--- src/rtl/dmem_arbiter_if.sv ---
// Bundle between two requesters (core port 0, debug/DMA port 1), the arbiter and a single-port data memory.
// Requesters drive req/we/addr/wdata and the memory drives mem_data_out; the arbiter drives everything else.
interface dmem_arbiter_if #(
  parameter int ADDR_W = 32,
  parameter int DATA_W = 32
);
  logic [1:0]        req;
  logic [1:0]        we;
  logic [ADDR_W-1:0] addr0;
  logic [ADDR_W-1:0] addr1;
  logic [DATA_W-1:0] wdata0;
  logic [DATA_W-1:0] wdata1;
  logic [1:0]        gnt;
  logic [1:0]        rvalid;
  logic [1:0]        err;
  logic [DATA_W-1:0] rdata;
  logic              busy;
  logic              mem_wr_en;
  logic              mem_r_en;
  logic [ADDR_W-1:0] mem_addr;
  logic [DATA_W-1:0] mem_data_in;
  logic [DATA_W-1:0] mem_data_out;

  modport master (
    output req, we, addr0, addr1, wdata0, wdata1, mem_data_out,
    input  gnt, rvalid, err, rdata, busy, mem_wr_en, mem_r_en, mem_addr, mem_data_in
  );

  modport slave (
    input  req, we, addr0, addr1, wdata0, wdata1, mem_data_out,
    output gnt, rvalid, err, rdata, busy, mem_wr_en, mem_r_en, mem_addr, mem_data_in
  );
endinterface

--- src/rtl/dmem_arbiter.sv ---
// Round-robin arbiter giving two requesters access to one data memory; gnt one cycle and rvalid two cycles after req is sampled.
// One access per two cycles; requesters hold req until gnt, and req is ignored while an access is in flight.
module dmem_arbiter #(
  parameter int ADDR_W = 32,
  parameter int DATA_W = 32
) (
  input  logic           clk,
  input  logic           rst,
  dmem_arbiter_if.slave  bus
);

  typedef enum logic [1:0] {
    IDLE   = 2'd0,
    ACCESS = 2'd1,
    DONE   = 2'd2
  } state_t;

  state_t            state;
  state_t            state_nxt;
  logic              take;
  logic              win;
  logic              owner;
  logic              last;
  logic [ADDR_W-1:0] lat_addr;
  logic              lat_we;
  logic [DATA_W-1:0] lat_wdata;
  logic [DATA_W-1:0] rdata_q;
  logic              aligned;

  assign aligned = (lat_addr[1:0] == 2'b00);

  always_ff @(posedge clk) begin
    if (rst) begin
      state <= IDLE;
    end else begin
      state <= state_nxt;
    end
  end

  always_comb begin
    state_nxt = state;
    take      = 1'b0;
    case (state)
      IDLE, DONE: begin
        if (bus.req != 2'b00) begin
          state_nxt = ACCESS;
          take      = 1'b1;
        end else begin
          state_nxt = IDLE;
        end
      end
      ACCESS:  state_nxt = DONE;
      default: state_nxt = IDLE;
    endcase
  end

  // On a conflict the port that did not win last time goes first.
  always_comb begin
    win = 1'b0;
    case (bus.req)
      2'b01:   win = 1'b0;
      2'b10:   win = 1'b1;
      2'b11:   win = ~last;
      default: win = 1'b0;
    endcase
  end

  always_ff @(posedge clk) begin
    if (rst) begin
      owner     <= 1'b0;
      last      <= 1'b1;
      lat_addr  <= '0;
      lat_we    <= 1'b0;
      lat_wdata <= '0;
      rdata_q   <= '0;
    end else begin
      if (take) begin
        owner     <= win;
        last      <= win;
        lat_addr  <= win ? bus.addr1 : bus.addr0;
        lat_we    <= bus.we[win];
        lat_wdata <= win ? bus.wdata1 : bus.wdata0;
      end
      // A misaligned access of either kind reports zero data alongside err.
      if (state == ACCESS) begin
        if (!aligned) begin
          rdata_q <= '0;
        end else if (!lat_we) begin
          rdata_q <= bus.mem_data_out;
        end
      end
    end
  end

  always_comb begin
    bus.gnt       = 2'b00;
    bus.rvalid    = 2'b00;
    bus.err       = 2'b00;
    bus.mem_wr_en = 1'b0;
    bus.mem_r_en  = 1'b0;
    if (state == ACCESS) begin
      bus.gnt[owner] = 1'b1;
      bus.mem_wr_en  = lat_we & aligned;
      bus.mem_r_en   = ~lat_we & aligned;
    end
    // A reset landing on the completion cycle aborts the transaction.
    if (state == DONE && !rst) begin
      bus.rvalid[owner] = 1'b1;
      bus.err[owner]    = ~aligned;
    end
  end

  assign bus.busy        = (state != IDLE);
  assign bus.mem_addr    = lat_addr >> 2;
  assign bus.mem_data_in = lat_wdata;
  assign bus.rdata       = rdata_q;

endmodule

--- src/flat_wrapper.sv ---
// flat-port wrapper written by rule: the top's interface ports become plain ports
module dmem_arbiter_flat 
#(
  parameter int ADDR_W = 32,
  parameter int DATA_W = 32
)
  (clk, rst, bus_req, bus_we, bus_addr0, bus_addr1, bus_wdata0, bus_wdata1, bus_mem_data_out, bus_gnt, bus_rvalid, bus_err, bus_rdata, bus_busy, bus_mem_wr_en, bus_mem_r_en, bus_mem_addr, bus_mem_data_in);
  dmem_arbiter_if #(.ADDR_W(ADDR_W), .DATA_W(DATA_W)) bus_i ();
  input  logic clk;
  input  logic rst;
  input wire logic [$bits(bus_i.req)-1:0] bus_req;
  input wire logic [$bits(bus_i.we)-1:0] bus_we;
  input wire logic [$bits(bus_i.addr0)-1:0] bus_addr0;
  input wire logic [$bits(bus_i.addr1)-1:0] bus_addr1;
  input wire logic [$bits(bus_i.wdata0)-1:0] bus_wdata0;
  input wire logic [$bits(bus_i.wdata1)-1:0] bus_wdata1;
  input wire logic [$bits(bus_i.mem_data_out)-1:0] bus_mem_data_out;
  output wire logic [$bits(bus_i.gnt)-1:0] bus_gnt;
  output wire logic [$bits(bus_i.rvalid)-1:0] bus_rvalid;
  output wire logic [$bits(bus_i.err)-1:0] bus_err;
  output wire logic [$bits(bus_i.rdata)-1:0] bus_rdata;
  output wire logic [$bits(bus_i.busy)-1:0] bus_busy;
  output wire logic [$bits(bus_i.mem_wr_en)-1:0] bus_mem_wr_en;
  output wire logic [$bits(bus_i.mem_r_en)-1:0] bus_mem_r_en;
  output wire logic [$bits(bus_i.mem_addr)-1:0] bus_mem_addr;
  output wire logic [$bits(bus_i.mem_data_in)-1:0] bus_mem_data_in;
  assign bus_i.req = bus_req;
  assign bus_i.we = bus_we;
  assign bus_i.addr0 = bus_addr0;
  assign bus_i.addr1 = bus_addr1;
  assign bus_i.wdata0 = bus_wdata0;
  assign bus_i.wdata1 = bus_wdata1;
  assign bus_i.mem_data_out = bus_mem_data_out;
  assign bus_gnt = bus_i.gnt;
  assign bus_rvalid = bus_i.rvalid;
  assign bus_err = bus_i.err;
  assign bus_rdata = bus_i.rdata;
  assign bus_busy = bus_i.busy;
  assign bus_mem_wr_en = bus_i.mem_wr_en;
  assign bus_mem_r_en = bus_i.mem_r_en;
  assign bus_mem_addr = bus_i.mem_addr;
  assign bus_mem_data_in = bus_i.mem_data_in;
  dmem_arbiter #(.ADDR_W(ADDR_W), .DATA_W(DATA_W)) u_core (.clk(clk), .rst(rst), .bus(bus_i));
endmodule
--- config.mk ---
export PLATFORM = sky130hd
export DESIGN_NAME = dmem_arbiter_flat
export DESIGN_NICKNAME = d
export VERILOG_FILES = /design/src/rtl/dmem_arbiter_if.sv /design/src/rtl/dmem_arbiter.sv /design/src/flat_wrapper.sv
export SDC_FILE = /design/constraint.sdc
export NUM_CORES = 1
export LEC_CHECK = 0
export ABC_AREA = 1
export ABC_CLOCK_PERIOD_IN_PS = 1800
export BUFFER_PORTS_ARGS = -buffer_cell sky130_fd_sc_hd__buf_2
export CAP_MARGIN = 15
export CORE_AREA = 2 2 104 106
export CTS_BUF_LIST = sky130_fd_sc_hd__clkbuf_2
export DETAILED_ROUTE_END_ITERATION = 16
export DIE_AREA = 0 0 106 108
export GPL_TIMING_DRIVEN = 0
export PLACE_DENSITY_LB_ADDON = 0.15
export SLEW_MARGIN = 20
export SYNTH_ARGS = -nofsm -noshare
export SYNTH_HDL_FRONTEND = slang
export SYNTH_SLANG_ARGS = --single-unit
--- constraint.sdc ---
create_clock -name clk -period 1.8 [get_ports clk]
set_input_delay 0.09 -clock clk [delete_from_list [all_inputs] [get_ports clk]]
set_output_delay 0.09 -clock clk [all_outputs]
set_load 0.1 [all_outputs]
# Word level (Yosys, flattened, before mapping)
# Index checks and enable logic that the tools add are counted.
# word_totals
wordCells	48
out_inout_bits	105
latchBits	0
ff_bits	101
ram_bits	0
n_memories	0
in_bits	166
mem_bits_ro	0
# classes
mux	18
order_cmp	3
shift	0
n_reduce_logical	9
n_bitwise	6
addsub	0
div	0
eq_ne	5
multipliers	0
# ops
op	n
32-bit 2-to-1 mux	4
1-bit 2-to-1 mux	8
2-bit == test, second input constant	3
2-bit 2-to-1 mux	3
2-bit zero test	2
1-bit by 2-bit < comparator with 1-bit output, second input constant	2
2-bit one-hot mux with 2 select lines	1
2-bit nonzero test	2
1-bit NOT	3
1-bit bitwise AND	2
2-bit bitwise AND	1
2-bit by 1-bit == test with 1-bit output, second input constant	1
1-bit logical AND	2
2-bit != test, second input constant	1
1-bit one-hot mux with 2 select lines	1
2-bit AND reduction	1
2-bit OR reduction	1
1-bit demux with 1-bit select	1
1-bit >= comparator, second input constant	1
1-bit zero test	1

# Logic depth before layout (Yosys ltp)
# Gate-level depths: netlist of run 1.
# logic_depth
ltp_word	6
depth_mapped	7
depth_no_buf	5

# Worst setup path before layout of run 1
# No wires, ideal clock.
# synth_timing
kind	reg-to-output
from	register u_core.state[0]
to	output bus_mem_r_en
stages_incl_launch_ff	5
required_ns	1.710
setup_slack_ns	-1.774
arrival_time_ns	3.484
path_buffers	0
path_cell_list	dfxtp_1 > inv_2 > nor2_4 > inv_1 > nor4_1
# synth_between
elab_chain_len	2
# synth_rtl
item	line_no	source
start, declared	dmem_arbiter.sv:18	state_t state;
start signal, assigned	dmem_arbiter.sv:36	state <= state_nxt;
2-bit by 1-bit == test with 1-bit output	dmem_arbiter.sv:101	if (state == ACCESS) begin
1-bit 2-to-1 mux	dmem_arbiter.sv:101	
end, declared	flat_wrapper.sv:24	output wire logic [$bits(bus_i.mem_r_en)-1:0] bus_mem_r_en;
# Every way passes these cells.

# Worst setup path after layout of run 1
# layout_timing
from	register u_core.owner
to	output bus_err[1]
# layout_between
elab_chain_len	6
word_cells_on_any_way	7
classes_between	2 x order compare; 3 x mux; 1 x bitwise; 1 x reduce/logical
# layout_rtl
item	line_no	source
start, declared	dmem_arbiter.sv:22	logic owner;
start signal, assigned	dmem_arbiter.sv:78	owner <= win;
1-bit by 2-bit < comparator with 1-bit output (not written as such) / 1-bit >= comparator (equally long branches)	dmem_arbiter.sv:109	bus.err[owner] = ~aligned;
1-bit logical AND (not written as such)	dmem_arbiter.sv:109	
1-bit 2-to-1 mux (not written as such)	dmem_arbiter.sv:109	
1-bit demux with 1-bit select (*)	--	
2-bit bitwise AND (no source line) (*)	--	
2-bit 2-to-1 mux (*)	dmem_arbiter.sv:107	if (state == DONE && !rst) begin
end, declared	flat_wrapper.sv:20	output wire logic [$bits(bus_i.err)-1:0] bus_err;
# Every way passes the cells marked *; elsewhere a longest branch is shown, timed or not.

==> results by group, run 1 <==
Critical path
  – Critical path class: flop to primary output
  – Critical-path cell list: inv_1 > nor3_4 > buf_12
  – Critical Path AT: 1650 ps
  – CP max stage cell: dfxtp_2
  – RR Endpoint: u_core.bus.rdata[0]
  – End of the critical path: bus_err[1]
  – Critical Path Fanout Max: 5
  – Largest stage delay, worst path: 480 ps
  – Crit path launch type: flop
  – Crit. Startpoint: u_core.owner
  – Crit. End Element: primary output
  – R2R Setup Slk: 80 ps
  – R2R depth: 8
  – Worst flop-to-flop path startpoint: u_core.state[0]
  – Worst path required time: 1710 ps

Placed design
  – Worst slack, placed: 217 ps
  – Final Wtd Congestion: 0.826
  – I/O Buffers: 267
  – Placed cell count: 1179
  – HPWL Detailed: 12000 µm

Clocking
  – Root Buffer: clkbuf_2
  – Clock Latency Late Sink: 550 ps
  – Maximum clock path buffer count: 2
  – TritonCTS clock tree: yes
  – # clock sinks: 101
  – Worst-path clk slew: 300 ps
  – H-tree levels: 3
  – Num CTS Buffers: 9

Global routing
  – Largest net degree at the start of global routing: 18
  – Global route total overflow: 0
  – GRT Util Overall: 35.4%
  – First-pass GRT wire length: 32500 µm
  – Number of antenna violations at the first check in global routing: 1
  – Vias in the first global route: 7001

Finish
  – Proportion of layout cells with a drive suffix above 1: 30.9%
  – Multi-input gate area: 2300 µm²
  – Most frequent cells in the layout: 283 x buf_2, 201 x nor2_1, 165 x dlygate4sd3_1
  – Commonest non-fill, non-tap cell in the layout: buf_2
  – Finished Layout Cells: 1369
  – FF/Latch Area: 2030 µm²
  – Area Growth Syn to Fin: 68.5%
  – Nets@finish: 1392
  – # fillers: 617

Logic synthesis
  – Avg Cell Area, Syn: 6.55 µm²
  – Sequential area share after synthesis: 39.8%
  – Ys Warns: 0
  – #FFs+latches synth: 101
  – Cell variety after synth: 19
  – Mapped Area: 5080 µm²
  – Gate Count Post-Synth: 775

Routing
  – DRC viols: 0
  – Total wire length: 20900 µm
  – DRT iter0 DRCs: 567
  – Antenna viol nets, final: 0
  – Detailed-route via count: 7053
  – Vias per cell: 5.15
  – Routed len/inst: 15.3 µm
  – Drt pass-1 iters: 7

Status
  – Status: complete, no violations

STA
  – Max Fclk: 0.575 GHz
  – Setup violations, final: 0
  – Final Max Tran Viols: 0
  – Worst setup margin: 60.7 ps
  – Tcrit/Tclk final: 96.6%
  – Slew headroom: 57.1%
  – Minimum clock period: 1740 ps
  – Setup TNS: 0 ps
  – Setup Skew: 47.0 ps
  – Worst-margin pin slew: 644 ps
  – RSZ-0062 raised after global routing: true
  – Final hold violations: 0

Floorplanning
  – Die X: 106 µm
  – # rows: 37
  – Die Span Y: 108 µm
  – Ports: 271
  – Die ar.: 11400 µm²
  – Core area: 10200 µm²
  – Initial cell density of the core: 49.6%

Power and ir drop
  – Total power: 6.78 mW
  – Power Dens Cells: 792 nW/µm²
  – P_leak: 4.45 nW
  – Maximum vdd drop: 0.466 mV

Job
  – Max-cap violations: 0

Worst hold path
  – Worst hold-check path type: input port to flop
-- per-stage QoR --
| step | util [%] | area [µm²] | hold WS [ps] |
|---|---|---|---|
| after floorplan | - | 5120 | 261 |
| after global placement | 64.8 | 6630 | 370 |
| after detailed placement | 64.8 | 6630 | 373 |
| after CTS | 82.8 | 8480 | 53.7 |
| after global routing | 83.6 | 8550 | 54.1 |
| final | 83.6 | 8560 | 90.3 |
-- flip-flops by register name, summed over array words and instances (netlist names) --
signal	cells
u_core.bus.mem_data_in	32
u_core.bus.rdata	32
u_core.lat_addr	32
u_core.state	2
u_core.last	1
u_core.lat_we	1
u_core.owner	1
-- routing by layer --
metal	vias up	GRT usage (%)	routed length (µm)
met1	3176	40.2	7920
met2	452	60.4	10100
met4	0	21.4	1110
met3	96	8.56	1780
li1	3329	-	-
met5	-	0	0
-- synth_stat cells --
library cell,count,area [µm²]
dfxtp_1,101,2020
nand2_1,104,390
buf_4,46,345
nand4_1,32,200
nor2_4,3,33.8
clkbuf_1,16,60.1
nor3_1,2,10.0
buf_1,2,7.51
nand3_1,67,335
o21ai_1,25,125
o21ai_0,40,200
a21oi_1,33,165
buf_2,26,130
conb_1,1,3.75
inv_1,70,263
a21boi_2,1,11.3
nor2_1,203,762
nor4_1,1,6.26
inv_2,2,7.51
-- cell families after synthesis --
logic type	after synthesis	share of synthesized area (%)
buf+inv	162	16.0
compound gates	99	9.88
simple gates	412	34.2
other cells	1	0.0738
flops	101	39.8
-- worst min path at each step --
stage                          from                    to  slack [ps]  cells past startpoint
3_5_place_dp    bus_mem_data_out[8]   u_core.bus.rdata[8]         370                      3
4_1_cts                         rst   u_core.bus.rdata[5]          50                      3
6_report                        rst   u_core.bus.rdata[7]          90                      3
2_1_floorplan  bus_mem_data_out[29]  u_core.bus.rdata[29]         260                      2
5_1_grt                         rst   u_core.bus.rdata[3]          50                      3
3_3_place_gp   bus_mem_data_out[10]  u_core.bus.rdata[10]         370                      3
-- power breakdown --
| group | internal [mW] | total, mW | switching [mW] | leakage [nW] |
|---|---|---|---|---|
| Clock | 0.330 | 1.12 | 0.795 | 0.0695 |
| Sequential | 2.43 | 2.54 | 0.110 | 0.836 |
| Combinational | 0.896 | 3.11 | 2.21 | 3.54 |
-- worst max-delay path, delay by kind of cell (launching register included) --
kind                   cells  cell delay (ps)
DFF                        1              480
and+or+nand+nor            1              270
buffers and inverters      2              360
-- area by class of cell --
| class | count | share of cell area (%) |
|---|---|---|
| Timing Repair Buffer | 439 | 36.2 |
| Multi-Input combinational cell | 513 | 26.9 |
| Sequential cell | 101 | 23.8 |
| Buffer | 90 | 6.46 |
| Inverter | 72 | 3.22 |
| Tap cell | 136 | 1.99 |
| Clock inverter | 7 | 0.863 |
| Clock buffer | 9 | 0.526 |
| Antenna cell | 2 | 0.0585 |
-- repair_timing --
action | 4_1_cts | 5_1_grt
hold buffers | 165 | 0
pin swaps | 1 | 5
endpoints found under the setup margin | 8 | 9
buffers inserted | 3 | 4
endpoints found under the hold margin | 98 | 0
gates resized for setup | 22 | 15
Power figures use the tool's default switching activity.
==> run 2: changes to the inputs <==
Settings changed: GPL_TIMING_DRIVEN 0 to 1.
==> run 2 against run 1 <==
  * The run now ends with setup timing left
  * Design area down 2.6%
  * First-iteration DRC count down 1.1%
  * Setup slack worse by 63 ps
  * Critical path depth up 3
  * Sequential cell count unchanged
  * Cell count down 4.7%
  * Combinational power down 4%
  * Core utilization down 2.1 points
  * Sequential power about the same
  * Critical path type is now flop to flop
  * Highest routed layer unchanged
==> results by group, run 2 (same netlist as run 1, synthesis figures left out) <==
Routing
  – DRT iter0 DRCs: 561
  – Vias per cell: 5.24
  – Antenna viol nets, final: 0
  – Routed len/inst: 15.3 µm
  – Detailed-route via count: 6830
  – Total wire length: 19900 µm
  – Drt pass-1 iters: 6
  – DRC viols: 0

Finish
  – Multi-input gate area: 2320 µm²
  – Proportion of layout cells with a drive suffix above 1: 27.8%
  – # fillers: 645
  – Most frequent cells in the layout: 260 x buf_2, 201 x nor2_1, 176 x dlygate4sd3_1
  – Commonest non-fill, non-tap cell in the layout: buf_2
  – Finished Layout Cells: 1304
  – Area Growth Syn to Fin: 64.2%
  – FF/Latch Area: 2040 µm²
  – Nets@finish: 1327

Clocking
  – # clock sinks: 101
  – Clock Latency Late Sink: 580 ps
  – Worst-path clk slew: 320 ps
  – Num CTS Buffers: 9
  – Root Buffer: clkbuf_2
  – H-tree levels: 3
  – TritonCTS clock tree: yes
  – Maximum clock path buffer count: 2

Floorplanning
  – # rows: 37
  – Die X: 106 µm
  – Core area: 10200 µm²
  – Initial cell density of the core: 49.6%
  – Die ar.: 11400 µm²
  – Ports: 271
  – Die Span Y: 108 µm

Status
  – Failing checks: setup timing
  – Status: complete, but fails checks

Critical path
  – CP max stage cell: dlygate4sd3_1
  – Critical Path Fanout Max: 20
  – Critical Path AT: 2360 ps
  – Critical path class: flop to flop
  – Crit. End Element: flop
  – Critical-path cell list: nor2_4 > buf_4 > buf_12 > nand4_1 > a21oi_2 > dlygate4sd3_1
  – Worst path required time: 2360 ps
  – Largest stage delay, worst path: 580 ps
  – Crit path launch type: flop

Power and ir drop
  – P_leak: 4.25 nW
  – Total power: 6.57 mW
  – Maximum vdd drop: 0.552 mV
  – Power Dens Cells: 788 nW/µm²

Global routing
  – Vias in the first global route: 6643
  – Global route total overflow: 0
  – Number of antenna violations at the first check in global routing: 1
  – First-pass GRT wire length: 31100 µm
  – Largest net degree at the start of global routing: 92
  – GRT Util Overall: 33.6%

Job
  – Max-cap violations: 0

STA
  – Final Max Tran Viols: 0
  – Setup Skew: 43.8 ps
  – Worst-margin pin slew: 520 ps
  – Final hold slack: 148 ps
  – RSZ-0062 raised after global routing: true
  – Setup violations, final: 1
  – Slew headroom: 65.6%
  – Minimum clock period: 1800 ps
  – Max Fclk: 0.555 GHz
  – Final hold violations: 0
  – Tcrit/Tclk final: 100%
  – Worst setup margin: -2.33 ps

Placed design
  – Worst slack, placed: 292 ps
  – Placed cell count: 1105
  – HPWL Detailed: 10000 µm
  – Final Wtd Congestion: 0.823
  – I/O Buffers: 268

Worst hold path
  – Worst hold-check path type: input port to flop
## run 2: changes by cell type in the layout (fill, tap and decap cells not counted), sizes merged
cell	before	now
dlygate4sd3	165	176
clkbuf	25	9
bufinv	1	0
buf	348	288
clkinv	3	4
## run 2: worst max-delay path: cells and delay by family (launching register included)
family          cells  cell delay [ps]
flops               1              440
buf+inv             3              940
simple gates        2              230
compound gates      1              190
## run 2: area by class of cell
type	instances	area share [%]
Antenna cell	2	0.0600
Clock buffer	9	0.540
Clock inverter	7	0.720
Inverter	72	3.30
Multi-Input combinational cell	513	27.8
Sequential cell	101	24.4
Tap cell	136	2.04
Timing Repair Buffer	464	41.1
## run 2: stage by stage
stage	area [µm²]	util (%)	TNS, ps
floorplan	5120	-	-865
global placement	6370	62.2	0
detailed placement	6370	62.2	0
CTS	8280	80.9	-54.0
global route	8340	81.5	-286
finish	8340	81.5	-2.33
## run 2: per-layer routing
layer / track usage, % / part of all wire (%)
met4: 21.5 / 5.6
met2: 57.3 / 49
met3: 9.89 / 8.8
met5: 0 / 0
met1: 36.7 / 36
## run 2: timing repair
item | in CTS | in global routing
hold endpoints to repair | 100 | 0
gates cloned | 0 | 0
resized for setup | 8 | 12
hold buffers | 176 | 0
setup buffers | 4 | 1
endpoints found under the setup margin | 8 | 12
pin swaps | 4 | 3
## run 2: final timing paths
kind                             start                          to  slack (ps)  depth (start not counted)
setup / recovery    u_core.lat_addr[1]         u_core.bus.rdata[8]          -2                          6
hold reg to reg   u_core.bus.rdata[12]        u_core.bus.rdata[12]         480                          2
hold / removal              bus_req[1]  u_core.bus.mem_data_in[27]         150                          6
setup reg to reg    u_core.lat_addr[1]         u_core.bus.rdata[8]          -2                          6
## run 2: where the power goes
part / switching [mW] / leakage (nW) / internal (mW)
Clock: 0.827 / 0.0654 / 0.203
Combinational: 2.17 / 3.34 / 0.826
Sequential: 0.108 / 0.836 / 2.43
Total: 3.10 / 4.25 / 3.46
